File: src/rtl/bcd_pkg.sv
// Shared constants and FSM state type for the sequential BCD-to-binary decoder.
package bcd_pkg;

    localparam int unsigned DIGIT_W = 4;
    localparam logic [3:0]  BCD_MAX = 4'd9;

    // Legacy numeric state codes, reused as the enum encoding.
    localparam logic [1:0] ST_IDLE = 2'd0;
    localparam logic [1:0] ST_CONV = 2'd1;
    localparam logic [1:0] ST_DONE = 2'd2;

    typedef enum logic [1:0] {
        IDLE = ST_IDLE,
        CONV = ST_CONV,
        DONE = ST_DONE
    } bcd2bin_state_t;

endpackage

File: src/rtl/bcd_to_bin_seq_if.sv
// Valid/ready input (packed BCD) and output (binary + error) channels of bcd_to_bin_seq.
interface bcd_to_bin_seq_if #(
    parameter int unsigned DIGITS = 4,
    parameter int unsigned BIN_W  = 14
);
    logic                  in_valid;
    logic                  in_ready;
    logic [4*DIGITS-1:0]   in_bcd;
    logic                  out_valid;
    logic                  out_ready;
    logic [BIN_W-1:0]      out_bin;
    logic                  out_err;

    modport master (
        output in_valid, in_bcd, out_ready,
        input  in_ready, out_valid, out_bin, out_err
    );

    modport slave (
        input  in_valid, in_bcd, out_ready,
        output in_ready, out_valid, out_bin, out_err
    );
endinterface

File: src/rtl/bcd_mac_step.sv
// One decimal multiply-accumulate step: acc_out = acc_in*10 + digit, plus a non-BCD digit flag.
module bcd_mac_step
    import bcd_pkg::*;
#(
    parameter int unsigned BIN_W = 14
) (
    input  logic [BIN_W-1:0]   acc_in,
    input  logic [DIGIT_W-1:0] digit,
    output logic [BIN_W-1:0]   acc_out,
    output logic               digit_bad
);
    // x*10 as (x<<3)+(x<<1); wraps modulo 2**BIN_W
    assign acc_out   = (acc_in << 3) + (acc_in << 1) + BIN_W'(digit);
    assign digit_bad = (digit > BCD_MAX);
endmodule

File: src/rtl/bcd_to_bin_seq.sv
// Sequential packed-BCD to binary decoder, MS digit first, one digit per clock.
// Optional macro BCD_TO_BIN_ERR_EN: flag words containing a digit > 9 on out_err.
module bcd_to_bin_seq
    import bcd_pkg::*;
#(
    parameter int unsigned DIGITS = 4,
    parameter int unsigned BIN_W  = 14
) (
    input logic             clk,
    input logic             reset,
    bcd_to_bin_seq_if.slave bus
);
    localparam int unsigned SH_W     = DIGIT_W * DIGITS;
    localparam int unsigned CNT_W    = (DIGITS > 1) ? $clog2(DIGITS) : 1;
    localparam logic [CNT_W-1:0] CNT_LAST = CNT_W'(DIGITS - 1);

    bcd2bin_state_t   state;
    logic [SH_W-1:0]  shreg;
    logic [CNT_W-1:0] cnt;
    logic [BIN_W-1:0] acc;
    logic [BIN_W-1:0] acc_next;
    logic [BIN_W-1:0] out_bin_r;
    logic             err;
    logic             err_next;
    logic             out_err_r;
    logic             digit_bad;

    bcd_mac_step #(.BIN_W(BIN_W)) u_step (
        .acc_in    (acc),
        .digit     (shreg[SH_W-1 -: DIGIT_W]),
        .acc_out   (acc_next),
        .digit_bad (digit_bad)
    );

`ifdef BCD_TO_BIN_ERR_EN
    assign err_next = err | digit_bad;
`else
    logic [1:0] unused_err;
    assign unused_err = {err, digit_bad};
    assign err_next   = 1'b0;
`endif

    always_ff @(posedge clk) begin
        if (reset) begin
            state     <= IDLE;
            shreg     <= '0;
            cnt       <= '0;
            acc       <= '0;
            err       <= 1'b0;
            out_bin_r <= '0;
            out_err_r <= 1'b0;
        end else begin
            case (state)
                IDLE: begin
                    if (bus.in_valid) begin
                        shreg <= bus.in_bcd;
                        acc   <= '0;
                        cnt   <= CNT_LAST;
                        err   <= 1'b0;
                        state <= CONV;
                    end
                end
                CONV: begin
                    acc   <= acc_next;
                    err   <= err_next;
                    shreg <= shreg << DIGIT_W;
                    cnt   <= cnt - 1'b1;
                    // Output copy keeps the last result visible after returning to IDLE.
                    if (cnt == '0) begin
                        out_bin_r <= acc_next;
                        out_err_r <= err_next;
                        state     <= DONE;
                    end
                end
                DONE: begin
                    if (bus.out_ready) state <= IDLE;
                end
                default: state <= IDLE;
            endcase
        end
    end

    assign bus.in_ready  = (state == IDLE) && !reset;
    assign bus.out_valid = (state == DONE);
    assign bus.out_bin   = out_bin_r;
    assign bus.out_err   = out_err_r;
endmodule

File: src/flat_wrapper.sv
// flat-port wrapper written by rule: the top's interface ports become plain ports
module bcd_to_bin_seq_flat import bcd_pkg::*;
#(
    parameter int unsigned DIGITS = 4,
    parameter int unsigned BIN_W  = 14
)
  (clk, reset, bus_in_valid, bus_in_bcd, bus_out_ready, bus_in_ready, bus_out_valid, bus_out_bin, bus_out_err);
  bcd_to_bin_seq_if #(.DIGITS(DIGITS), .BIN_W(BIN_W)) bus_i ();
  input logic clk;
  input logic reset;
  input wire logic [$bits(bus_i.in_valid)-1:0] bus_in_valid;
  input wire logic [$bits(bus_i.in_bcd)-1:0] bus_in_bcd;
  input wire logic [$bits(bus_i.out_ready)-1:0] bus_out_ready;
  output wire logic [$bits(bus_i.in_ready)-1:0] bus_in_ready;
  output wire logic [$bits(bus_i.out_valid)-1:0] bus_out_valid;
  output wire logic [$bits(bus_i.out_bin)-1:0] bus_out_bin;
  output wire logic [$bits(bus_i.out_err)-1:0] bus_out_err;
  assign bus_i.in_valid = bus_in_valid;
  assign bus_i.in_bcd = bus_in_bcd;
  assign bus_i.out_ready = bus_out_ready;
  assign bus_in_ready = bus_i.in_ready;
  assign bus_out_valid = bus_i.out_valid;
  assign bus_out_bin = bus_i.out_bin;
  assign bus_out_err = bus_i.out_err;
  bcd_to_bin_seq #(.DIGITS(DIGITS), .BIN_W(BIN_W)) u_core (.clk(clk), .reset(reset), .bus(bus_i));
endmodule
File: config.mk
export PLATFORM = sky130hd
export DESIGN_NAME = bcd_to_bin_seq_flat
export DESIGN_NICKNAME = d
export VERILOG_FILES = /design/src/rtl/bcd_pkg.sv /design/src/rtl/bcd_to_bin_seq_if.sv /design/src/rtl/bcd_mac_step.sv /design/src/rtl/bcd_to_bin_seq.sv /design/src/flat_wrapper.sv
export SDC_FILE = /design/constraint.sdc
export NUM_CORES = 1
export LEC_CHECK = 0
export BUFFER_PORTS_ARGS = -buffer_cell sky130_fd_sc_hd__buf_2
export CAP_MARGIN = 20
export CORE_ASPECT_RATIO = 1.4
export CORE_MARGIN = 4
export CORE_UTILIZATION = 62
export CTS_CLUSTER_SIZE = 30
export DETAILED_ROUTE_END_ITERATION = 6
export GPL_TIMING_DRIVEN = 0
export PLACE_DENSITY = 0.92
export SYNTH_ARGS = -nofsm -noshare
export SYNTH_HDL_FRONTEND = slang
export SYNTH_SLANG_ARGS = --single-unit
export TNS_END_PERCENT = 30
File: constraint.sdc
create_clock -name clk -period 4.3 [get_ports clk]
set_clock_uncertainty 0.15 [all_clocks]
set_input_delay 0.43 -clock clk [delete_from_list [all_inputs] [get_ports clk]]
set_output_delay 0.43 -clock clk [all_outputs]
set_load 0.05 [all_outputs]
==> results.md <==
Cells and area:
- The area growth from synthesis to layout is 11.9%.
- Cells fill a little under three quarters of the core in the end.
- The post-route cell area is ~3200 um^2.
- The repair_antennas step left the layout with diodes totalling 0.
- The ratio of cells with drive above 1 in the final layout is approximately 18%.
- Excluding fillers, the count of instances in the completed layout stands at 454.
- In the final design database the tool counted ~440 nets.

Place:
- The final RePlAce weighted congestion is 0.969.
- Detailed placement ended at an HPWL of roughly 5500 um.
- The post-placement cell area is approximately 3100 um^2.
- The number of placed instances, taps included, is around 450.
- The number of I/O port buffers is 35.

Global route:
- The number of antenna violations at the first check in global routing came to 0.
- The busiest layer in global routing is met2.
- The global routing usage on met3 is ~3.7%.
- Entering global routing, the biggest net connects 16 pins.
- The first-pass GRT wire length is about 12000 um.
- The met2 track demand over resource is between 50% and 60%.
- The global routing usage summed across all routing layers is a little over a quarter.
- Global routing finished with a remaining overflow of 0.
- The via count of the first global-routing pass came to 2633.
- Global routing used 28.3% of the available met1 tracks.

Logic synthesis:
- The count of distinct cell types in the synthesized netlist is 55.
- After synthesis, the share of flip-flops with an asynchronous set or reset is 0%.
- For this run, the leading register cell type out of synthesis is dfxtp_1.
- The number of nets in the synthesized netlist is just under 400.
- The synthesized design contains 47 register bits.
- The number of warnings reported in the yosys synthesis log is 0.
- After synthesis, the mean cell area works out to just over 8 um^2.
- The count of flip-flops with a built-in enable after synthesis is 0.
- The count of mapped cells out of synthesis is around 350.
- The portion of the post-synthesis area used by sequential elements is 32.9%.
- In this run the cell area of the synthesized design comes to 2860 um^2.

Floorplanning:
- The die covers roughly 5800 um^2.
- The initial utilization of the core area, before any placement, comes to between 60% and 70%.
- The core footprint is around 4500 um^2.
- The floorplan has 29 rows.
- From left edge to right edge, the die measures between 60 and 70 um.
- The chip height is 88.4 um.
- During I/O placement, the number of pins put on the boundary was 37.

Clock tree:
- The clock latency at the later pin of the worst-skew pair is 0.30 ns.
- TritonCTS built the clock tree.
- Buffers inserted during clock tree synthesis total 5.
- Gates resized during post-CTS repair numbered 0.
- The tree is rooted in a clkbuf_8.
- The post-CTS repair timing setup buffer count is 0.
- In this run the deepest clock path goes through 2 buffers.
- The number of hold buffers added after cts is 0.
- Clock-pin slew was measured on the worst setup and hold paths at 0.09 ns.
- The level count of the clock H-tree is 2.
- The count of clock tree sinks is 47.

STA:
- Dividing the final minimum period by the clock period gives between 60% and 70%.
- Counting I/O delays and the setup requirement, the final critical path takes around 2.9 ns.
- The worst slew margin relative to its limit is between 60% and 70%.
- Setup repair after global routing left no endpoint under its margin.
- The tightest hold path in the finished design has a slack of approximately 0.25 ns.
- The final hold violation count is 0.
- For this run, the top clock speed supported by timing is approximately 340 MHz.
- The final number of max-transition violations is 0.
- Setup violations remaining at the end of the flow were counted as 0.
- After routing, the total negative slack on setup checks comes to 0 ns.
- The worst-margin pin slew is 0.518 ns.

Worst setup path:
- The number of buffers and inverters on the critical path is 2.
- In this design, the stage delay of the slowest critical-path cell is roughly 0.54 ns.
- The signal on the critical path passes through inv_1, fa_1, inv_1, fa_1, a21o_1, a211o_1, a21oi_1, xor2_1, o21ai_1.
- The worst setup path is launched from a register.
- STA puts the critical path data required time at approximately 4.3 ns.
- STA classifies the critical path endpoint as a register.
- The cell type group with the largest total delay on the critical path is adder cells.
- The type of the setup path with the least slack is reg -> reg.
- The maximum fanout encountered on the critical timing path is 4.
- The arrival time at the worst endpoint is between 2 and 3 ns.
- For this design, the slowest cell found on the critical path is fa_1.

Outcome:
- The flow ran to the end, and the final reports show no timing, DRC or antenna violations.

Drt:
- The routed wire length per instance is around 16 um.
- The number of remaining DRC errors is 0.
- The starting DRC count in detailed routing is 233.
- The antenna violation net count after detailed routing is 0.
- The sum of routed wire length over all layers is ~7400 um.
- Before antenna repair, the detailed router went through 5 iterations.
- In the routed layout, each cell is associated on average with a via count of about 6.1.
- The via count is 2788.

Hold path:
- The worst hold path class is in -> reg.

Pwr:
- The leakage power summed over all cells is around 1.5 nW.
- IR analysis of the VDD net gives a maximum drop of 0.329 mV.
- The power density relative to cell area is 306 nW/um^2.

Run:
- The total of max-cap violations is 0.
where the power goes:
group,internal [W],switching [W],leakage [nW]
Clock,0.000113,0.000158,0.0402
Combinational,0.0000802,0.000144,1.05
Sequential,0.000465,0.0000182,0.384
metrics by stage:
stage	setup slack [ns]	total power (W)
6_report	1.36	0.000979
5_1_grt	1.16	0.00102
4_1_cts	1.39	0.000979
3_5_place_dp	1.41	0.000713
3_3_place_gp	1.48	0.000705
2_1_floorplan	1.70	0.000653
layer usage:
metal	share of wire (%)	wire (um)	vias to the layer above
li1	-	-	1327
met1	38	2780	1296
met2	53	3950	133
met3	5.0	372	32
met4	4.1	304	0
met5	0	0	-
placed cells by master, fill, tap and decap left out, types with 4 or more instances in the layout:
| cell type | n |
|---|---|
| dfxtp_1 | 47 |
| o21a_1 | 5 |
| nand3_1 | 7 |
| a22oi_1 | 7 |
| inv_1 | 13 |
| clkbuf_1 | 15 |
| and3_1 | 4 |
| a31oi_1 | 4 |
| nor3_1 | 6 |
| ha_1 | 23 |
| o21ai_1 | 6 |
| o221a_2 | 10 |
| xnor2_1 | 4 |
| a21oi_1 | 42 |
| nor2_1 | 42 |
| xor2_1 | 5 |
| nor2b_1 | 16 |
| clkbuf_8 | 5 |
| buf_2 | 43 |
| nand2_1 | 29 |
sequential cells by signal (all words and copies together) (netlist names):
signal,flops
u_core.bus.out_bin,14
u_core.acc,13
u_core.cnt,2
u_core.shreg,16
u_core.state,2
cell usage after synthesis, drive strengths merged (3+ instances only):
cell type	number	share of area (%)
o21ai	8	1.4
nor3	6	1.0
o21a	5	1.3
buf	13	2.7
inv	13	1.7
o211ai	4	1.2
nand2	29	3.8
o31ai	3	0.79
nor2b	16	3.5
nor2	42	5.5
xnor2	4	1.2
clkbuf	15	2.0
or3	3	0.66
nand3	7	1.2
o221a	10	3.9
xor2	5	1.5
dfxtp	47	33
nand2b	3	0.66
a21oi	44	8.0
a31oi	4	0.87
a2111oi	3	1.1
and3	4	0.87
or4b	3	1.0
ha	23	10
a22oi	7	1.8
final timing paths:
check                             start               endpoint  slack (ns)  depth (start not counted)
hold / removal            bus_out_ready        u_core.state[1]        0.25                          3
setup / recovery          u_core.acc[0]          u_core.acc[8]        1.36                          9
hold reg to reg   u_core.bus.out_bin[1]  u_core.bus.out_bin[1]        0.31                          2
setup reg to reg          u_core.acc[0]          u_core.acc[8]        1.36                          9
cell families after synthesis:
| group | after synthesis | synth area share (%) |
|---|---|---|
| other | 1 | 0.131 |
| buffers and inverters | 41 | 6.39 |
| muxes | 1 | 0.350 |
| DFF | 47 | 32.9 |
| and+or+nand+nor | 121 | 20.5 |
| adders and majority gates | 25 | 11.5 |
| AOI/OAI and AO/OA | 104 | 25.5 |
| xor gates and xnor gates | 9 | 2.76 |
layout make-up:
type / instances / area [um^2]
repair buffers: 35 / 175
flip-flops and latches: 47 / 941
clock inverters: 3 / 20.0
plain buffers: 28 / 134
multi-input cells: 261 / 1740
clock buffers: 5 / 68.8
inverters: 13 / 48.8
fillers: 372 / 1300
well taps: 62 / 77.6
worst register-to-register path: stages (launching register included):
cell	delay, ns
dfxtp_1	0.38
inv_1	0.08
fa_1	0.54
inv_1	0.07
fa_1	0.47
a21o_1	0.25
a211o_1	0.35
a21oi_1	0.26
xor2_1	0.21
o21ai_1	0.07
Note: power is estimated with default switching activity, not from simulation.
